**config.mk**
```make
export PLATFORM = sky130hd
export DESIGN_NAME = writeback_arbiter
export DESIGN_NICKNAME = d
export VERILOG_FILES = /design/src/rtl/core_pkg.sv /design/src/rtl/wb_fifo.sv /design/src/rtl/writeback_arbiter.sv
export SDC_FILE = /design/constraint.sdc
export NUM_CORES = 1
export LEC_CHECK = 0
export BUFFER_PORTS_ARGS = -buffer_cell sky130_fd_sc_hd__buf_2
export CAP_MARGIN = 20
export CORE_MARGIN = 1
export CORE_UTILIZATION = 35
export CTS_BUF_LIST = sky130_fd_sc_hd__clkbuf_4 sky130_fd_sc_hd__clkbuf_8
export DETAILED_ROUTE_END_ITERATION = 7
export GPL_TIMING_DRIVEN = 0
export PLACE_DENSITY = 0.67
export SETUP_SLACK_MARGIN = 0.5
export SYNTH_ARGS = -nofsm -noshare
export SYNTH_HDL_FRONTEND = slang
export SYNTH_SLANG_ARGS = --single-unit
```
**constraint.sdc**
```tcl
create_clock -name clk_i -period 9 [get_ports clk_i]
set_input_delay 0.45 -clock clk_i [delete_from_list [all_inputs] [get_ports clk_i]]
set_output_delay 0.45 -clock clk_i [all_outputs]
set_load 0.1 [all_outputs]
```
**src/rtl/core_pkg.sv**
```systemverilog
// Shared core types for the writeback path: the register-file result record
// and the architectural register count.
package core_pkg;

  localparam int REG_COUNT = 32;

  typedef struct packed {
    logic [4:0]  rd;
    logic [31:0] data;
  } wb_result_t;

  // One-hot decode of a destination register into a pending-mask vector.
  function automatic logic [REG_COUNT-1:0] rd_onehot(input logic [4:0] rd);
    logic [REG_COUNT-1:0] mask;
    mask = '0;
    mask[rd] = 1'b1;
    return mask;
  endfunction

endpackage

```
**src/rtl/wb_fifo.sv**
```systemverilog
// Long-latency result buffer for the writeback arbiter. Holds DEPTH results
// in arrival order and reports which destination registers are still waiting.
// The owner must only push when count < DEPTH and only pop when count > 0;
// out-of-range requests are ignored so the pointers can never slip.
module wb_fifo
  import core_pkg::*;
#(
  parameter int DEPTH = 2
) (
  input  logic                         clk_i,
  input  logic                         reset_i,
  input  logic                         push_i,
  input  wb_result_t                   push_data_i,
  input  logic                         pop_i,
  output wb_result_t                   head_o,
  output logic [$clog2(DEPTH+1)-1:0]   count_o,
  output logic [REG_COUNT-1:0]         pending_mask_o
);

  localparam int PTR_W = $clog2(DEPTH);
  localparam int CNT_W = $clog2(DEPTH + 1);
  localparam logic [CNT_W-1:0] FULL_COUNT = CNT_W'(DEPTH);

  wb_result_t       mem [DEPTH];
  logic [PTR_W-1:0] wr_ptr;
  logic [PTR_W-1:0] rd_ptr;
  logic             push_ok;
  logic             pop_ok;

  assign push_ok = push_i && (count_o != FULL_COUNT);
  assign pop_ok  = pop_i && (count_o != '0);
  assign head_o  = mem[rd_ptr];

  // Storage needs no reset: only entries covered by count are ever observed.
  always_ff @(posedge clk_i) begin
    if (push_ok) begin
      mem[wr_ptr] <= push_data_i;
    end
  end

  // Pointers wrap naturally since DEPTH is a power of two; count tracks occupancy.
  always_ff @(posedge clk_i or posedge reset_i) begin
    if (reset_i) begin
      wr_ptr  <= '0;
      rd_ptr  <= '0;
      count_o <= '0;
    end else begin
      if (push_ok) begin
        wr_ptr <= wr_ptr + 1'b1;
      end
      if (pop_ok) begin
        rd_ptr <= rd_ptr + 1'b1;
      end
      if (push_ok && !pop_ok) begin
        count_o <= count_o + 1'b1;
      end else if (pop_ok && !push_ok) begin
        count_o <= count_o - 1'b1;
      end
    end
  end

  // Walk the occupied window from the head and flag each buffered destination.
  always_comb begin
    pending_mask_o = '0;
    for (int k = 0; k < DEPTH; k++) begin
      if (CNT_W'(k) < count_o) begin
        pending_mask_o = pending_mask_o | rd_onehot(mem[rd_ptr + PTR_W'(k)].rd);
      end
    end
    pending_mask_o[0] = 1'b0;
  end

endmodule

```
**src/rtl/writeback_arbiter.sv**
```systemverilog
// Register-file writeback arbiter. Merges the in-order pipeline result stream
// with a buffered long-latency stream onto one registered write port. The
// pipeline normally has priority; long-latency results wait in wb_fifo.
// Optional feature macro: WB_STARVE_GUARD_EN adds a head-age counter that
// stalls the pipeline for one cycle once the FIFO head has waited
// STARVE_LIMIT cycles, guaranteeing forward progress for buffered results.
module writeback_arbiter
  import core_pkg::*;
#(
  parameter int DEPTH        = 2,
  parameter int STARVE_LIMIT = 8
) (
  input  logic                 clk_i,
  input  logic                 reset_i,
  input  logic                 pipe_valid_i,
  input  logic [4:0]           pipe_rd_i,
  input  logic [31:0]          pipe_data_i,
  output logic                 pipe_ready_o,
  input  logic                 lu_valid_i,
  input  logic [4:0]           lu_rd_i,
  input  logic [31:0]          lu_data_i,
  output logic                 lu_ready_o,
  output logic [4:0]           write_register_o,
  output logic [31:0]          write_back_data_o,
  output logic                 ctrl_write_back_o,
  output logic [REG_COUNT-1:0] pending_mask_o
);

  localparam int CNT_W = $clog2(DEPTH + 1);
  localparam logic [CNT_W-1:0] FULL_COUNT = CNT_W'(DEPTH);

  if ((DEPTH < 2) || ((DEPTH & (DEPTH - 1)) != 0) || (STARVE_LIMIT < 1)) begin : g_param_check
    $error("writeback_arbiter: DEPTH must be a power of two >= 2 and STARVE_LIMIT >= 1");
  end

  wb_result_t       head;
  wb_result_t       lu_result;
  logic [CNT_W-1:0] fifo_count;
  logic             fifo_empty;
  logic             ready_en;
  logic             starve_hit;
  logic             pipe_fire;
  logic             pipe_write;
  logic             lu_push;
  logic             fifo_pop;

  assign fifo_empty   = (fifo_count == '0);
  assign pipe_ready_o = ready_en && !starve_hit;
  assign lu_ready_o   = ready_en && (fifo_count < FULL_COUNT);
  assign pipe_fire    = pipe_valid_i && pipe_ready_o;
  assign pipe_write   = pipe_fire && (pipe_rd_i != 5'd0);
  assign lu_push      = lu_valid_i && lu_ready_o && (lu_rd_i != 5'd0);
  assign fifo_pop     = !fifo_empty && !pipe_write;
  assign lu_result    = '{rd: lu_rd_i, data: lu_data_i};

  // Hold both ready outputs low through reset and release them on the first edge after.
  always_ff @(posedge clk_i or posedge reset_i) begin
    if (reset_i) begin
      ready_en <= 1'b0;
    end else begin
      ready_en <= 1'b1;
    end
  end

`ifdef WB_STARVE_GUARD_EN
  localparam int AGE_W = $clog2(STARVE_LIMIT + 1);
  localparam logic [AGE_W-1:0] AGE_LIMIT = AGE_W'(STARVE_LIMIT);

  logic [AGE_W-1:0] head_age;

  // Count how long the current head has been passed over; reset whenever it leaves.
  always_ff @(posedge clk_i or posedge reset_i) begin
    if (reset_i) begin
      head_age <= '0;
    end else if (fifo_empty || fifo_pop) begin
      head_age <= '0;
    end else begin
      head_age <= head_age + 1'b1;
    end
  end

  assign starve_hit = !fifo_empty && (head_age == AGE_LIMIT);
`else
  assign starve_hit = 1'b0;
`endif

  wb_fifo #(
    .DEPTH(DEPTH)
  ) u_fifo (
    .clk_i         (clk_i),
    .reset_i       (reset_i),
    .push_i        (lu_push),
    .push_data_i   (lu_result),
    .pop_i         (fifo_pop),
    .head_o        (head),
    .count_o       (fifo_count),
    .pending_mask_o(pending_mask_o)
  );

  // Register the selected result; an idle cycle drops the enable but keeps reg/data stable.
  always_ff @(posedge clk_i or posedge reset_i) begin
    if (reset_i) begin
      ctrl_write_back_o <= 1'b0;
      write_register_o  <= '0;
      write_back_data_o <= '0;
    end else if (pipe_write) begin
      ctrl_write_back_o <= 1'b1;
      write_register_o  <= pipe_rd_i;
      write_back_data_o <= pipe_data_i;
    end else if (fifo_pop) begin
      ctrl_write_back_o <= 1'b1;
      write_register_o  <= head.rd;
      write_back_data_o <= head.data;
    end else begin
      ctrl_write_back_o <= 1'b0;
    end
  end

endmodule

```
==> impl_metrics.yaml, run 1 <==
detailed_routing:
  vias: 3800
  drt_iter0_drc: 222
  post_drt_wl_per_cell_um: 16.4
  dr.pass1.iters: 4
  drcViolationCount: 0
  vias_per_cell: 4.99
  drt.antenna.violating_nets: 0
  wirelength_um: 12500
synth:
  yosys_warnings: 0
  synthTopCellsByArea: "edfxtp_1, dfrtp_1, mux2_2"
  yosys.area.top_type: "edfxtp_1"
  ys_seq_area_share_pct: 62.7
  synthTopCellsByCount: "edfxtp_1, o21ai_0, dfrtp_1, mux2_2, mux2i_1"
  syn_inst: 392
  syn-cell-area_sq_um: 5260
  ys_types: 35
  syn_area_per_cell_sq_um: 13.4
  synth-edff-count: 74
  ys.flop_type: "edfxtp_1"
  async_flop_share_pct: 36.8
  synth_top_area_share_pct: 42.3
  synth_fp_nets: 474
  synth_seq_cells: 117
  synth.most_common_cell: "edfxtp_1"
worst_setup_path:
  path_buf_inv: 4
  path_class: "flop to output port"
  critical_path.cell_chain: "buf_2 -> buf_2 -> buf_2 -> mux2i_1 -> nand3_1 -> o22ai_1 -> buf_2"
  r2r-start: "u_fifo.count_o[0]$_DFFE_PP0P_"
  required_ns: 8.55
  critPathMaxStageDelay_ns: 0.46
  setup.worst_path.start: "u_fifo.rd_ptr$_DFFE_PP0P_"
  cp.arrival_ns: 2.76
  cpMostUsedCell: "buf_2"
  rrSetupSlack_ns: 6.86
  critPathSlowestCell: "buf_2"
  cp_max_fo: 10
  end_kind: "output port"
  crit_family: "buffers and inverters"
  start_kind: "flop"
place:
  port_buffers: 148
  gp_congestion: 0.826
  dpl.hpwl_um: 9280
clocking:
  cts_hold_buf: 1
  clock_latency_ns: 0.41
  tritoncts: "yes"
  cts_setup_buffers: 0
  clock_sinks: 117
  cts_resized: 0
  clk_pin_slew_worst_paths_ns: 0.07
  numCtsBuffers: 17
  cts.htree.levels: 4
  clockRootBuffer: "clkbuf_8"
  clockBufferDepth: 2
die:
  die_area_sq_um: 15500
  rows: 44
  num_io_pins: 150
  die_w_um: 125
  start_util_pct: 36.0
  core_sq_um: 14600
  fp.dieH_um: 125
global_route:
  grt_pass1_wl_um: 19700
  grt_max_degree: 39
  grtUsageTotal_pct: 16.2
  antenna_found_initial: 2
  grt_pass1_vias: 3912
  overflow: 0
final_layout:
  drive_above_1_share_pct: 41.5
  final_core_util_pct: 46.1
  multi_input_area_sq_um: 1830
  fillCellCount: 1310
  final_nets: 645
  areaGrowthSynthToFinish_pct: 27.9
  regArea_sq_um: 3300
status:
  status: "complete, no violations"
sta:
  setup_violations: 0
  worst_pin_slew_ns: 0.660
  fin_tns_setup_ns: 0
  fin_crit_ns: 3.21
  rsz0062_at_grt: "no"
  maxSlewViolCount: 0
  relSlewSlack_pct: 56.0
  fmax_mhz: 312
  post-route-period-util_pct: 35.6
  skew_ns: 0.00875
  hold_violations: 0
run:
  maxCapViolCount: 0
hold_path:
  min_from: "lu_data_i[5]"
  hp-class: "input port to flop"
==> cell usage in the layout (no fill, tap or decap), types with 3 or more instances in the layout <==
| cell | instances |
|---|---|
| mux2_2 | 40 |
| nor3b_1 | 4 |
| nand2_1 | 37 |
| o22ai_1 | 31 |
| clkbuf_1 | 7 |
| buf_2 | 155 |
| dfrtp_1 | 43 |
| and3b_1 | 3 |
| mux2i_1 | 40 |
| clkbuf_4 | 4 |
| nand3_1 | 16 |
| mux2_1 | 6 |
| clkbuf_8 | 19 |
| edfxtp_1 | 74 |
| inv_1 | 6 |
| ha_1 | 4 |
| buf_4 | 3 |
| clkinv_2 | 3 |
| o21ai_0 | 44 |
==> stage by stage <==
stage	hold WS [ns]	cell area [sq um]	worst slack, ns	cells
after floorplan	0.468	5260	4.05	392
after global placement	0.483	6230	5.10	724
after detailed placement	0.347	6320	6.21	727
after CTS	0.189	6720	5.75	760
after global routing	0.192	6720	5.53	760
final	0.223	6730	5.79	761
==> layer usage <==
metal / track usage [%] / wire length, um / vias to the layer above
met1: 19.1 / 5320 / 1846
li1: - / - / 1826
met3: 5.97 / 912 / 6
met2: 27.9 / 6140 / 122
met5: 0 / 0 / -
met4: 4.11 / 84 / 0
==> path summary, 6_finish.rpt <==
kind | endpoint | cells past startpoint
min in group asynchronous | write_back_data_o[26]$_DFFE_PP0P_ | 3
setup reg to reg | u_fifo.mem[1][26]$_DFFE_PP_ | 6
setup / recovery | pending_mask_o[17] | 7
hold reg to reg | u_fifo.count_o[0]$_DFFE_PP0P_ | 1
max in group asynchronous | write_back_data_o[19]$_DFFE_PP0P_ | 4
hold / removal | u_fifo.mem[1][5]$_DFFE_PP_ | 1
==> cell type report <==
class / count / area share [%]
Timing Repair Buffer: 152 / 12.3
Sequential cell: 117 / 49.0
Buffer: 20 / 1.69
Multi-Input combinational cell: 247 / 27.2
Clock inverter: 9 / 1.53
Inverter: 8 / 0.447
Clock buffer: 23 / 4.33
Antenna cell: 1 / 0.0372
Tap cell: 184 / 3.42
==> logic make-up (layout without fill, tap and decap cells) <==
logic type	Yosys count	after routing	share of synthesized area, %
flops	117	117	62.7
compound gates	80	80	8.83
other cells	2	3	0.143
simple gates	72	72	6.64
fa+ha+maj	4	4	0.952
xor+xnor	3	3	0.500
buf+inv	28	212	2.74
mux	86	86	17.5
==> state kept, by name, indices dropped and copies added, names as in the netlist <==
name and flops:
u_fifo.mem 74, write_back_data_o 32, write_register_o 5, u_fifo.count_o 2
ctrl_write_back_o 1, pipe_ready_o 1, u_fifo.rd_ptr 1, u_fifo.wr_ptr 1
Power of run 1 is left out: the tool's default activity adds up to more than one toggle a clock period on the data nets, which glitch-free logic cannot reach.
==> inputs of run 2 (changes only) <==
--- a/config.mk
+++ b/config.mk
@@ -12,7 +12,7 @@
 export CTS_BUF_LIST = sky130_fd_sc_hd__clkbuf_4 sky130_fd_sc_hd__clkbuf_8
 export DETAILED_ROUTE_END_ITERATION = 7
 export GPL_TIMING_DRIVEN = 0
-export PLACE_DENSITY = 0.67
+export PLACE_DENSITY = 0.7
 export SETUP_SLACK_MARGIN = 0.5
 export SYNTH_ARGS = -nofsm -noshare
 export SYNTH_HDL_FRONTEND = slang
==> constraint.sdc (replaced) <==
create_clock -name clk_i -period 2.7 [get_ports clk_i]
set_input_delay 0.135 -clock clk_i [delete_from_list [all_inputs] [get_ports clk_i]]
set_output_delay 0.135 -clock clk_i [all_outputs]
set_load 0.1 [all_outputs]
==> run 2 against run 1 <==
Die area is the same; register-to-register slack lost 6.2 ns; routed wire length grew 36%; clock skew grew 0.0013 ns.
==> impl_metrics.yaml, run 2 (same netlist as run 1, synthesis figures left out) <==
place:
  gp_congestion: 0.849
  dpl.cell_count: 725
  dpl.hpwl_um: 9570
  port_buffers: 148
power:
  swShare_pct: 51.4
  finalPower_mw: 11.3
  pwr_density_cell_nw_per_um2: 1210
  p_leak_nw: 3.59
  clkPwrFrac_pct: 14.7
  p_int_mw: 5.48
  power_frac_seq_pct: 23.2
  p_sw_mw: 5.80
  ir_drop_v: 0.00125
  combPwrFrac_pct: 62.1
worst_setup_path:
  critPathSlowestCell: "dfrtp_1"
  critical_path.cell_chain: "buf_6 -> buf_8 -> buf_12 -> mux2i_4 -> nand3_4 -> o22ai_4 -> buf_12"
  cpMostUsedCell: "buf_12"
  cp.arrival_ns: 2.18
  cp_max_fo: 7
  start_kind: "flop"
  r2r-start: "u_fifo.count_o[0]$_DFFE_PP0P_"
  required_ns: 2.57
  setup.worst_path.start: "u_fifo.rd_ptr$_DFFE_PP0P_"
  reg2regPathDepth: 6
  end_kind: "output port"
  path_class: "flop to output port"
  critPathMaxStageDelay_ns: 0.34
global_route:
  grt_pass1_wl_um: 26700
  grt_max_degree: 38
  grt_pass1_vias: 4930
  grtUsageTotal_pct: 22.6
  antenna_found_initial: 0
  overflow: 0
sta:
  fmax_mhz: 433
  skew_ns: 0.0100
  maxSlewViolCount: 0
  hold_slack_ns: 0.0337
  rsz0062_at_grt: "yes"
  post-route-period-util_pct: 85.6
  hold_violations: 0
  relSlewSlack_pct: 61.4
  worst_pin_slew_ns: 0.579
  setup_violations: 0
  fin_crit_ns: 2.31
  fin_tns_setup_ns: 0
detailed_routing:
  drcViolationCount: 0
  drt_iter0_drc: 196
  drt.antenna.violating_nets: 0
  wirelength_um: 16900
  post_drt_wl_per_cell_um: 19.6
  vias: 4472
  dr.pass1.iters: 4
  vias_per_cell: 5.16
clocking:
  clock_sinks: 117
  numCtsBuffers: 17
  clock_latency_ns: 0.43
  clockRootBuffer: "clkbuf_8"
  clockBufferDepth: 2
  tritoncts: "yes"
  cts.htree.levels: 4
  clk_pin_slew_worst_paths_ns: 0.07
die:
  die_area_sq_um: 15500
  fp.dieH_um: 125
  start_util_pct: 36.0
  die_w_um: 125
  num_io_pins: 150
  rows: 44
  core_sq_um: 14600
final_layout:
  areaGrowthSynthToFinish_pct: 77.2
  instances_no_fill: 866
  final_core_util_pct: 63.9
  drive_above_1_share_pct: 51.0
  antenna_cells: 0
  reg_top3: "u_fifo.mem: 74 flops, write_back_data_o: 32 flops, write_register_o: 5 flops"
  largest-register: "u_fifo.mem"
  layout_common_cells: "buf_2, dlygate4sd3_1, edfxtp_1"
  final_common_cell: "buf_2"
  largest_reg_flops: 74
  final_nets: 751
hold_path:
  min_from: "pipe_rd_i[1]"
  hp-class: "input port to flop"
  whs_path_depth: 2
status:
  status: "complete, no violations"
run:
  maxCapViolCount: 0
run 2: path summary, 6_finish.rpt:
check	endpoint	slack (ns)
worst max register to register	u_fifo.mem[1][9]$_DFFE_PP_	0.70
max in group asynchronous	pipe_ready_o$_DFF_PP0_	1.88
min in group asynchronous	write_back_data_o[23]$_DFFE_PP0P_	0.27
worst min-delay path	write_register_o[1]$_DFFE_PP0P_	0.03
worst max-delay path	pending_mask_o[28]	0.39
worst min register to register	u_fifo.wr_ptr$_DFFE_PP0N_	0.55
run 2: per-layer routing:
layer	wire (um)	track usage [%]
met5	0	0
met4	503	10.8
met3	877	5.54
met2	9320	42.0
met1	6250	23.7
run 2: critical path: cells and delay by family, from the launching register on:
family,cells,cell delay (ns)
mux,1,0.31
flops,1,0.34
simple gates,1,0.25
buf+inv,4,0.60
compound gates,1,0.24
run 2: through the flow:
| stage | setup WS, ns | area (sq um) |
|---|---|---|
| 2_1_floorplan | 0.150 | 5690 |
| 3_3_place_gp | 0.0336 | 6660 |
| 3_5_place_dp | -0.0419 | 6680 |
| 4_1_cts | 0.408 | 9190 |
| 5_1_grt | 0.281 | 9320 |
| 6_report | 0.390 | 9320 |
run 2: repair_timing:
action	4_1_cts	5_1_grt
hold endpoints to repair	127	0
pin swaps	20	10
gates resized for setup	225	8
setup buffers	27	6
endpoints found under the setup margin	107	32
hold buffers	74	0
run 2: cell type report:
class                           instances  area (sq um)
Fill cell                            1012          5270
Sequential cell                       117          3300
Multi-Input combinational cell        247          2740
Timing Repair Buffer                  258          2420
Clock buffer                           19           255
Tap cell                              184           230
Buffer                                 20           174
Clock inverter                         13           156
Inverter                                8          42.5
run 2: power by group through the flow:
| stage | combinational, mW | clock (mW) | sequential (mW) |
|---|---|---|---|
| floorplan | 2.38 | 0 | 4.73 |
| detailed placement | 5.46 | 0 | 2.62 |
| global placement | 5.37 | 0 | 2.60 |
| finish | 7.01 | 1.66 | 2.62 |
| CTS | 6.77 | 1.68 | 2.60 |
| global route | 7.28 | 1.77 | 2.66 |
Note: power is estimated with default switching activity, not from simulation.
==> inputs of run 3 (changes only) <==
--- a/config.mk
+++ b/config.mk
@@ -5,6 +5,8 @@
 export SDC_FILE = /design/constraint.sdc
 export NUM_CORES = 1
 export LEC_CHECK = 0
+export ABC_AREA = 1
+export ABC_CLOCK_PERIOD_IN_PS = 2700
 export BUFFER_PORTS_ARGS = -buffer_cell sky130_fd_sc_hd__buf_2
 export CAP_MARGIN = 20
 export CORE_MARGIN = 1
@@ -12,7 +14,7 @@
 export CTS_BUF_LIST = sky130_fd_sc_hd__clkbuf_4 sky130_fd_sc_hd__clkbuf_8
 export DETAILED_ROUTE_END_ITERATION = 7
 export GPL_TIMING_DRIVEN = 0
-export PLACE_DENSITY = 0.7
+export PLACE_DENSITY = 0.69
 export SETUP_SLACK_MARGIN = 0.5
 export SYNTH_ARGS = -nofsm -noshare
 export SYNTH_HDL_FRONTEND = slang
==> run 3 against run 2 <==
Hold slack improved by 0.18 ns; first-iteration DRC count grew 64%; register-to-register slack improved by 0.06 ns; critical endpoint is now pending_mask_o[10]; largest cell class unchanged.
==> impl_metrics.yaml, run 3 <==
final_layout:
  multi_input_area_sq_um: 2320
  largest-register: "u_fifo.mem"
  regArea_sq_um: 3300
  layout_common_cells: "nand2_1, buf_2, nand3_1"
  largest_reg_flops: 74
  instances_no_fill: 1098
  areaGrowthSynthToFinish_pct: 54.9
  fin_area_sq_um: 8800
  reg_top3: "u_fifo.mem: 74 flops, write_back_data_o: 32 flops, write_register_o: 5 flops"
  fillCellCount: 1374
  final_nets: 949
  drive_above_1_share_pct: 37.8
  final_common_cell: "nand2_1"
synth:
  ys_types: 30
  ys_seq_area_share_pct: 58.1
  synth_top_area_share_pct: 39.1
  yosys_warnings: 0
  syn_inst: 606
  synth_seq_cells: 117
  async_flop_share_pct: 36.8
  synth_fp_nets: 688
  synthTopCellsByCount: "nand2_1, nand3_1, edfxtp_1, dfrtp_1, a21oi_1"
  synth.most_common_cell: "nand2_1"
  syn_area_per_cell_sq_um: 9.37
  synthTopCellsByArea: "edfxtp_1, dfrtp_1, nand2_1"
  syn-cell-area_sq_um: 5680
  synth-edff-count: 74
  ys.flop_type: "edfxtp_1"
  yosys.area.top_type: "edfxtp_1"
die:
  die_w_um: 129
  fp.dieH_um: 129
  core_sq_um: 15900
  num_io_pins: 150
  rows: 46
  start_util_pct: 35.8
  die_area_sq_um: 16700
clocking:
  clockBufferDepth: 2
  tritoncts: "yes"
  clock_latency_ns: 0.42
  clock_sinks: 117
  clockRootBuffer: "clkbuf_8"
  clk_pin_slew_worst_paths_ns: 0.07
  numCtsBuffers: 17
  cts.htree.levels: 4
sta:
  hold_violations: 0
  fin_crit_ns: 2.22
  fin_tns_setup_ns: 0
  worst_pin_slew_ns: 0.619
  rsz0062_at_grt: "yes"
  setup_violations: 0
  relSlewSlack_pct: 58.7
  maxSlewViolCount: 0
  fmax_mhz: 450
  skew_ns: 0.00541
  post-route-period-util_pct: 82.2
worst_setup_path:
  required_ns: 2.57
  critical_path.cell_chain: "inv_1 -> ha_1 -> buf_8 -> inv_6 -> nand2_2 -> nor2_4 -> nand2_1 -> nand2_2 -> buf_12"
  critPathMaxStageDelay_ns: 0.38
  critPathSlowestCell: "dfrtp_1"
  crit_family: "simple AND/OR/NAND/NOR gates"
  cp_max_fo: 8
  end_kind: "output port"
  cpMostUsedCell: "nand2_2"
  path_class: "flop to output port"
  cp.arrival_ns: 2.08
  start_kind: "flop"
  path_buf_inv: 4
global_route:
  overflow: 0
  grt_max_degree: 33
  grtUsageTotal_pct: 21.5
  grt_pass1_vias: 5193
  grt_pass1_wl_um: 27000
  antenna_found_initial: 2
run:
  maxCapViolCount: 0
power:
  p_leak_nw: 3.81
  ir_drop_v: 0.000784
  combPwrFrac_pct: 59.9
  power_frac_seq_pct: 24.4
  clkPwrFrac_pct: 15.7
  p_sw_mw: 5.64
  swShare_pct: 53.5
  p_int_mw: 4.89
  pwr_density_cell_nw_per_um2: 1200
status:
  status: "complete, no violations"
place:
  placed_cell_area_sq_um: 6740
  dpl.hpwl_um: 11000
  port_buffers: 148
  dpl.cell_count: 972
  gp_congestion: 0.822
detailed_routing:
  drt_iter0_drc: 321
  post_drt_wl_per_cell_um: 16.2
  wirelength_um: 17800
  dr.pass1.iters: 5
  vias_per_cell: 4.90
  vias: 5380
  drt.antenna.violating_nets: 0
  drcViolationCount: 0
hold_path:
  hp-class: "input port to asynchronous set/reset pin"
[run 3: cell count changes in the layout (fill, tap and decap cells not counted), sizes merged, moves of 10 or more]
cell,before,now
a21oi,0,32
nand2,37,241
nor2,2,29
nand3,16,107
o21ai,45,13
mux2i,40,0
mux2,46,0
inv,8,22
o22ai,31,0
buf,197,187
[run 3: tightest hold or removal path, cell delays in order]
cell and delay [ns]:
dlygate4sd3_1 0.53, buf_2 0.13, inv_2 0.23
[run 3: cell families after synthesis]
family | count (synthesis) | synth area share (%)
AOI/OAI and AO/OA | 46 | 5.15
xor gates and xnor gates | 2 | 0.308
adders and majority gates | 4 | 0.881
buffers and inverters | 56 | 5.11
DFF | 117 | 58.1
other | 2 | 0.132
and+or+nand+nor | 379 | 30.4
[run 3: through the flow]
step | hold WS (ns) | util, % | worst slack, ns | total power, mW
after floorplan | 0.234 | - | 0.601 | 7.01
after global placement | 0.324 | 42.2 | 0.313 | 8.02
after detailed placement | 0.108 | 42.5 | 0.359 | 8.09
after CTS | 0.181 | 53.2 | 0.469 | 10.2
after global routing | 0.216 | 55.4 | 0.399 | 11.0
final | 0.209 | 55.4 | 0.480 | 10.5
[run 3: final timing paths]
kind                       depth (start not counted)                                end  slack, ns                           from
max in group asynchronous                          4  write_back_data_o[27]$_DFFE_PP0P_       2.00                        reset_i
min in group clk_i                                 6          u_fifo.wr_ptr$_DFFE_PP0N_       0.21                     lu_valid_i
hold reg to reg                                    2          u_fifo.wr_ptr$_DFFE_PP0N_       0.49      u_fifo.wr_ptr$_DFFE_PP0N_
hold / removal                                     3  write_back_data_o[13]$_DFFE_PP0P_       0.21                        reset_i
setup reg to reg                                   8         u_fifo.mem[0][3]$_DFFE_PP_       0.76  u_fifo.count_o[0]$_DFFE_PP0P_
setup / recovery                                   9                 pending_mask_o[10]       0.48  u_fifo.count_o[0]$_DFFE_PP0P_
[run 3: power groups by stage]
stage | Sequential, mW | Combinational [mW] | Clock [mW]
after global placement | 2.59 | 5.43 | 0
after CTS | 2.56 | 5.94 | 1.69
final | 2.57 | 6.31 | 1.66
after global routing | 2.61 | 6.63 | 1.76
after floorplan | 4.60 | 2.41 | 0
after detailed placement | 2.60 | 5.49 | 0
[run 3: area by class of cell]
cell class,instances,area share [%]
sequential,117,37.5
multi-input combinational,433,26.3
timing repair buffer,241,24.4
clock buffer,24,3.68
tap,216,3.07
buffer,32,2.52
inverter,24,1.25
clock inverter,8,1.08
timing repair inverter,1,0.0853
antenna,2,0.0569
[run 3: routing by layer]
metal | global-route usage [%] | routed length [um] | part of all wire, %
met1 | 25.8 | 7090 | 40
met4 | 8.30 | 432 | 2.4
met3 | 3.96 | 995 | 5.6
met5 | 0 | 0 | 0
met2 | 38.4 | 9250 | 52
[run 3: timing repair]
item / in CTS / in global routing
setup endpoints to repair: 68 / 92
setup buffers: 2 / 14
resized for setup: 147 / 63
endpoints found under the hold margin: 154 / 0
hold buffers: 75 / 0
pin swaps: 6 / 15
cloned: 1 / 0
